**src/rtl/serial_add_ctrl_if.sv**
```systemverilog
// Handshake/operand bundle and full-adder cell hookup for serial_add_ctrl.
// Defining SERIAL_ADD_OVF_EN adds the OV (two's-complement overflow) signal.
interface serial_add_ctrl_if #(
    parameter int unsigned WIDTH = 4
);
    logic             START;
    logic [WIDTH-1:0] A;
    logic [WIDTH-1:0] B;
    logic             CI;
    logic             READY;
    logic             FA_A;
    logic             FA_B;
    logic             FA_CI;
    logic             FA_S;
    logic             FA_CO;
    logic [WIDTH-1:0] S;
    logic             CO;
    logic             VALID;
    logic             ACK;
`ifdef SERIAL_ADD_OVF_EN
    logic             OV;
`endif

    // slave: the controller; master: requester/consumer plus the adder cell
    modport slave (
        input  START, A, B, CI, FA_S, FA_CO, ACK,
`ifdef SERIAL_ADD_OVF_EN
        output OV,
`endif
        output READY, FA_A, FA_B, FA_CI, S, CO, VALID
    );

    modport master (
        output START, A, B, CI, FA_S, FA_CO, ACK,
`ifdef SERIAL_ADD_OVF_EN
        input  OV,
`endif
        input  READY, FA_A, FA_B, FA_CI, S, CO, VALID
    );
endinterface

```
**src/rtl/serial_add_ctrl.sv**
```systemverilog
// Bit-serial adder controller: feeds an external full-adder cell LSB first, one bit per clock.
// Optional SERIAL_ADD_OVF_EN macro adds the registered OV overflow output.
module serial_add_ctrl #(
    parameter int unsigned WIDTH = 4
) (
    input logic           CLK,
    input logic           RST,
    serial_add_ctrl_if.slave bus
);
    localparam int unsigned CW = $clog2(WIDTH) + 1;

    typedef enum logic [1:0] {IDLE, RUN, DONE} state_t;

    state_t           state;
    logic [CW-1:0]    count;
    logic             carry;
    logic [WIDTH-1:0] a_sh;
    logic [WIDTH-1:0] b_sh;
    logic [WIDTH-1:0] sum_sh;
    logic [WIDTH-1:0] s_q;
    logic             co_q;
    logic             ready_q;
    logic             valid_q;
    logic             last;
`ifdef SERIAL_ADD_OVF_EN
    logic             ov_q;
`endif

    assign last = (count == CW'(WIDTH - 1));

    always_ff @(posedge CLK) begin
        if (RST) begin
            state   <= IDLE;
            count   <= '0;
            carry   <= 1'b0;
            a_sh    <= '0;
            b_sh    <= '0;
            sum_sh  <= '0;
            s_q     <= '0;
            co_q    <= 1'b0;
            ready_q <= 1'b1;
            valid_q <= 1'b0;
`ifdef SERIAL_ADD_OVF_EN
            ov_q    <= 1'b0;
`endif
        end else begin
            case (state)
                IDLE: begin
                    if (bus.START) begin
                        a_sh    <= bus.A;
                        b_sh    <= bus.B;
                        carry   <= bus.CI;
                        count   <= '0;
                        sum_sh  <= '0;
                        ready_q <= 1'b0;
                        state   <= RUN;
                    end
                end
                RUN: begin
                    sum_sh <= {bus.FA_S, sum_sh[WIDTH-1:1]};
                    carry  <= bus.FA_CO;
                    a_sh   <= a_sh >> 1;
                    b_sh   <= b_sh >> 1;
                    if (last) begin
                        // count parks at zero so it never runs past WIDTH-1
                        count   <= '0;
                        s_q     <= {bus.FA_S, sum_sh[WIDTH-1:1]};
                        co_q    <= bus.FA_CO;
`ifdef SERIAL_ADD_OVF_EN
                        ov_q    <= carry ^ bus.FA_CO;
`endif
                        valid_q <= 1'b1;
                        state   <= DONE;
                    end else begin
                        count <= count + 1'b1;
                    end
                end
                DONE: begin
                    if (bus.ACK) begin
                        valid_q <= 1'b0;
                        ready_q <= 1'b1;
                        state   <= IDLE;
                    end
                end
                default: state <= IDLE;
            endcase
        end
    end

    always_comb begin
        bus.FA_A  = 1'b0;
        bus.FA_B  = 1'b0;
        bus.FA_CI = 1'b0;
        if (state == RUN) begin
            bus.FA_A  = a_sh[0];
            bus.FA_B  = b_sh[0];
            bus.FA_CI = carry;
        end
    end

    assign bus.READY = ready_q;
    assign bus.VALID = valid_q;
    assign bus.S     = s_q;
    assign bus.CO    = co_q;
`ifdef SERIAL_ADD_OVF_EN
    assign bus.OV    = ov_q;
`endif
endmodule

```
**src/flat_wrapper.sv**
```systemverilog
// flat-port wrapper written by rule: the top's interface ports become plain ports
module serial_add_ctrl_flat 
#(
    parameter int unsigned WIDTH = 4
)
  (CLK, RST, bus_START, bus_A, bus_B, bus_CI, bus_FA_S, bus_FA_CO, bus_ACK, bus_READY, bus_FA_A, bus_FA_B, bus_FA_CI, bus_S, bus_CO, bus_VALID);
  serial_add_ctrl_if #(.WIDTH(WIDTH)) bus_i ();
  input logic CLK;
  input logic RST;
  input wire logic [$bits(bus_i.START)-1:0] bus_START;
  input wire logic [$bits(bus_i.A)-1:0] bus_A;
  input wire logic [$bits(bus_i.B)-1:0] bus_B;
  input wire logic [$bits(bus_i.CI)-1:0] bus_CI;
  input wire logic [$bits(bus_i.FA_S)-1:0] bus_FA_S;
  input wire logic [$bits(bus_i.FA_CO)-1:0] bus_FA_CO;
  input wire logic [$bits(bus_i.ACK)-1:0] bus_ACK;
  output wire logic [$bits(bus_i.READY)-1:0] bus_READY;
  output wire logic [$bits(bus_i.FA_A)-1:0] bus_FA_A;
  output wire logic [$bits(bus_i.FA_B)-1:0] bus_FA_B;
  output wire logic [$bits(bus_i.FA_CI)-1:0] bus_FA_CI;
  output wire logic [$bits(bus_i.S)-1:0] bus_S;
  output wire logic [$bits(bus_i.CO)-1:0] bus_CO;
  output wire logic [$bits(bus_i.VALID)-1:0] bus_VALID;
  assign bus_i.START = bus_START;
  assign bus_i.A = bus_A;
  assign bus_i.B = bus_B;
  assign bus_i.CI = bus_CI;
  assign bus_i.FA_S = bus_FA_S;
  assign bus_i.FA_CO = bus_FA_CO;
  assign bus_i.ACK = bus_ACK;
  assign bus_READY = bus_i.READY;
  assign bus_FA_A = bus_i.FA_A;
  assign bus_FA_B = bus_i.FA_B;
  assign bus_FA_CI = bus_i.FA_CI;
  assign bus_S = bus_i.S;
  assign bus_CO = bus_i.CO;
  assign bus_VALID = bus_i.VALID;
  serial_add_ctrl #(.WIDTH(WIDTH)) u_core (.CLK(CLK), .RST(RST), .bus(bus_i));
endmodule
```
**config.mk**
```make
export PLATFORM = sky130hd
export DESIGN_NAME = serial_add_ctrl_flat
export DESIGN_NICKNAME = d
export VERILOG_FILES = /design/src/rtl/serial_add_ctrl_if.sv /design/src/rtl/serial_add_ctrl.sv /design/src/flat_wrapper.sv
export SDC_FILE = /design/constraint.sdc
export NUM_CORES = 1
export LEC_CHECK = 0
export CAP_MARGIN = 0
export CORE_ASPECT_RATIO = 0.6
export CORE_MARGIN = 2
export CORE_UTILIZATION = 43
export DETAILED_ROUTE_END_ITERATION = 16
export GPL_ROUTABILITY_DRIVEN = 0
export PLACE_DENSITY = 0.8
export SLEW_MARGIN = 10
export SYNTH_ARGS = -nofsm -noshare
export SYNTH_HDL_FRONTEND = slang
export SYNTH_SLANG_ARGS = --single-unit
```
**constraint.sdc**
```tcl
create_clock -name CLK -period 1.2 [get_ports CLK]
set_input_delay 0.24 -clock CLK [delete_from_list [all_inputs] [get_ports CLK]]
set_output_delay 0.24 -clock CLK [all_outputs]
set_load 0.01 [all_outputs]
```
==> results.txt <==
The overall die height is 41.9 um. The share of synthesized cell area in full adder, half adder and majority cells came out at 0.0122. The count of buffer and inverter cells on the critical path came out at 2. The routed layout has slightly below 1000 vias.

The total of endpoints with negative setup slack in the final report came out at 8. The wire length of the first global-routing pass is ~3900 um. The hold violation count in the final report came out at 0.

The final reports fail on setup timing. After synthesis, the largest family of logic cells by area is simple AND/OR/NAND/NOR gates. The post-synthesis mux area share came out at 0.0585. Setup slack on the critical path of the routed design comes to -0.147 ns. The number of nets in the final layout is between 150 and 200. The number of synthesis warnings came out at 0. For this run, the register share of the synthesized area comes to 0.468. The gate count of the mapped netlist is between 100 and 150. The number of remaining DRC errors came out at 0. The worst supply voltage drop on vdd is between 700 and 800 uV. On the worst path, the slowest cell contributes a delay of about 0.34 ns.

The via density per instance is roughly 5.3. The power density over cell area is roughly 1100 nW/um^2. Of the total synthesized cell area, the portion taken by AND, OR, NAND and NOR gates is 0.230. On the final layout, the worst clock skew is 0.00583 ns.

The initial antenna violation count came out at 0. The final cycle utilization of the critical path is 1.12. The horizontal die dimension is about 67 um.

The violation count after the first detailed-route iteration came out at 47. The I/O pin count is 25. The clock input transition at the sequential cells of the worst setup and hold paths is ~0.090 ns. Data on the critical path arrives at its endpoint at between 1 and 1.5 ns.

After layout, the minimum clock period comes to between 1 and 1.5 ns. STA classifies the critical path startpoint as a flop. The via count of the first global-routing pass was 832. STA classifies the critical path endpoint as an output port. The count of different cell masters after synthesis is 26. In this run the worst hold path is classified as reg2reg. For this design, the sink count on the clock tree is 24.

The number of placement rows is 13. The final total power came out at approximately 1800 uW. The detail route stage leaves a number of antenna-violating nets equal to 0. The critical path goes through nor2b_4 -> buf_6 -> and2_4 -> buf_6.

The all-layer global routing usage came out at 0.185. The multi-input combinational cells in the finished layout cover a total of between 600 and 700 sq um. The sequential cell area came out at around 480 sq um.

The iteration count of the initial detailed-routing pass came out at 4. OpenSTA, run right after detailed placement, puts the worst setup slack at -0.290 ns. The synthesized-area fraction occupied by ao, oa, aoi and oai cells came to 0.185. At the end of the flow the core is filled with cells to 0.752. Fill cells in the final layout number 167. The flow ran to the end, but the final reports show violations. Setup repair after global routing could not meet its margin everywhere. The worst setup path is of the reg2out kind. The number of buffers on the longest clock path is 2.

Broken down by cell family, the worst path's largest delay share belongs to flip-flops. The hold-fix buffer count after cts came out at 0. For this configuration, the core starts out at a cell density of 0.464.

For the pin with the worst max-slew slack, the measured transition is around 0.35 ns. The achievable frequency came out at between 0.7 and 0.8 GHz. The overall die area is between 2000 and 3000 sq um. The sum of negative setup slack is -0.649 ns. The leakage power is 0.000662 uW. Summed over all layers, the routed wires come to 2800 um. TritonCTS built the clock tree. The total of max-cap violations is 0. The number of max-slew violations in the final report is 0. In this run the number of H-tree levels came out at 1.

The synthesized area per cell came out at between 9 and 10 sq um. The post-synth net total came out at between 100 and 150. In this run the worst setup path begins at u_core.state[0]. The root buffer cell chosen for the clock tree is sky130_fd_sc_hd__clkbuf_8. The worst hold slack across all endpoints is roughly 0.46 ns. Counting the buffers created by CTS gives 3. For the worst setup path, the data required time is ~0.96 ns. In this run the critical register-to-register path is launched from u_core.state[0]. In this run the most critical hold path is launched from u_core.bus.S[3]. Clock latency on the worst-skew pair, taken at its later pin, is 0.27 ns. The worst-case headroom to the max-slew limit came out at 0.767. The number of flip-flops and latches in the synthesized netlist came out at 24. The slowest stage of the critical path is the sky130_fd_sc_hd__dfxtp_2 cell. The maximum fanout encountered on the critical timing path is 3. In the final layout, the share of cells above drive strength 1 is 0.397. The repair_antennas step left the layout with diodes totalling 0. The signed area change from the synthesized netlist to the final layout came out at 62.0%. Summed over all layers, the global routing overflow is 0. The detailed placer's ending HPWL came out at 1650 um. The placeable core region came out at ~2200 sq um. In the final routed layout, each cell accounts on average for 15.5 um.

Among the stages of the critical path, the cell type that occurs most often is sky130_fd_sc_hd__buf_6. The count of port buffers added during placement is 24. The xor and xnor fraction of the mapped netlist area came out at 0.

The combined area of all synthesized cells came out at 1030 sq um. The pin count of the biggest net entering global routing came out at 18.
## layout make-up
class                   instances  share of cell area
clock buffers                   4              0.0331
multi-input cells              76               0.384
flip-flops and latches         24               0.291
well taps                      30              0.0226
repair buffers                 47               0.269
## what timing repair did
action / CTS / global route
gates resized for setup: 30 / 37
pin swaps: 2 / 10
buffers inserted: 3 / 11
gates cloned: 0 / 1
endpoints found under the setup margin: 28 / 25
## per-layer routing
metal  wire length [um]  global-route usage
met3                146              0.0569
met4                 10              0.0490
met2               1300               0.275
met1               1340               0.258
met5                  0                   0
## final timing paths
check                          to  slack [ns]  depth (start not counted)
hold reg to reg   u_core.bus.S[3]        0.46                          2
hold / removal    u_core.bus.S[3]        0.46                          2
setup reg to reg   u_core.b_sh[0]       -0.12                          6
setup / recovery         bus_FA_B       -0.15                          4
## power by group
| group | switching, uW | internal [uW] |
|---|---|---|
| logic | 152 | 208 |
| clock network | 259 | 293 |
| registers | 25.6 | 833 |
| total | 436 | 1330 |
## registers in the layout (all words and copies together) (netlist names)
name,count
u_core.b_sh,4
u_core.count,3
u_core.carry,1
u_core.sum_sh,3
u_core.bus.CO,1
u_core.a_sh,4
u_core.bus.READY,1
u_core.bus.S,4
u_core.state,2
u_core.bus.VALID,1
## cell usage after synthesis
cell type                   number  area (sq um)
sky130_fd_sc_hd__dfxtp_1        24           480
sky130_fd_sc_hd__nor2_1         14          52.6
sky130_fd_sc_hd__a21oi_1        10          50.1
sky130_fd_sc_hd__nand2_1        10          37.5
sky130_fd_sc_hd__a22oi_1         6          45.0
sky130_fd_sc_hd__mux2i_1         6          60.1
sky130_fd_sc_hd__nand3_1         6          30.0
sky130_fd_sc_hd__a211oi_1        4          30.0
sky130_fd_sc_hd__a211oi_2        3          37.5
sky130_fd_sc_hd__and2_1          3          18.8
sky130_fd_sc_hd__clkbuf_1        3          11.3
sky130_fd_sc_hd__nor3b_1         3          22.5
sky130_fd_sc_hd__buf_2           2          10.0
sky130_fd_sc_hd__buf_4           2          15.0
sky130_fd_sc_hd__buf_6           1          11.3
sky130_fd_sc_hd__ha_1            1          12.5
sky130_fd_sc_hd__nand2b_1        1          6.26
sky130_fd_sc_hd__nand3b_1        1          7.51
sky130_fd_sc_hd__nand4bb_1       1          11.3
sky130_fd_sc_hd__nor2b_1         1          6.26
sky130_fd_sc_hd__nor2b_4         1          13.8
sky130_fd_sc_hd__nor4_2          1          12.5
sky130_fd_sc_hd__nor4b_1         1          8.76
sky130_fd_sc_hd__o21ba_4         1          16.3
sky130_fd_sc_hd__o21bai_2        1          11.3
sky130_fd_sc_hd__or3b_1          1          8.76
## stage by stage
stage / cell area [sq um] / cells
6_report: 1660 / 181
5_1_grt: 1660 / 181
4_1_cts: 1430 / 170
3_5_place_dp: 1330 / 163
3_3_place_gp: 1330 / 163
2_1_floorplan: 1030 / 108
## worst min-delay path, delay by kind of cell (launching register included)
kind,cells,cell delay (ns)
DFF,1,0.31
and+or+nand+nor,1,0.05
AOI/OAI and AO/OA,1,0.05
## placed cells by master, fill, tap and decap left out, types with 3 or more instances in the layout
cell | synthesis | layout
sky130_fd_sc_hd__a211oi_2 | 3 | 6
sky130_fd_sc_hd__a21oi_1 | 10 | 6
sky130_fd_sc_hd__a21oi_2 | 0 | 4
sky130_fd_sc_hd__a22oi_1 | 6 | 3
sky130_fd_sc_hd__a22oi_2 | 0 | 3
sky130_fd_sc_hd__buf_4 | 2 | 12
sky130_fd_sc_hd__buf_6 | 1 | 10
sky130_fd_sc_hd__clkbuf_8 | 0 | 4
sky130_fd_sc_hd__clkdlybuf4s50_1 | 0 | 13
sky130_fd_sc_hd__dfxtp_1 | 24 | 21
sky130_fd_sc_hd__dfxtp_2 | 0 | 3
sky130_fd_sc_hd__dlygate4sd2_1 | 0 | 8
sky130_fd_sc_hd__mux2i_1 | 6 | 6
sky130_fd_sc_hd__nand2_1 | 10 | 10
sky130_fd_sc_hd__nand3_1 | 6 | 5
sky130_fd_sc_hd__nor2_1 | 14 | 12
## kinds of logic after synthesis
group           Yosys count
fa+ha+maj                 1
compound gates           25
mux                       6
simple gates             44
buf+inv                   8
flops                    24
No activity file was read; power rests on OpenSTA's default activity.
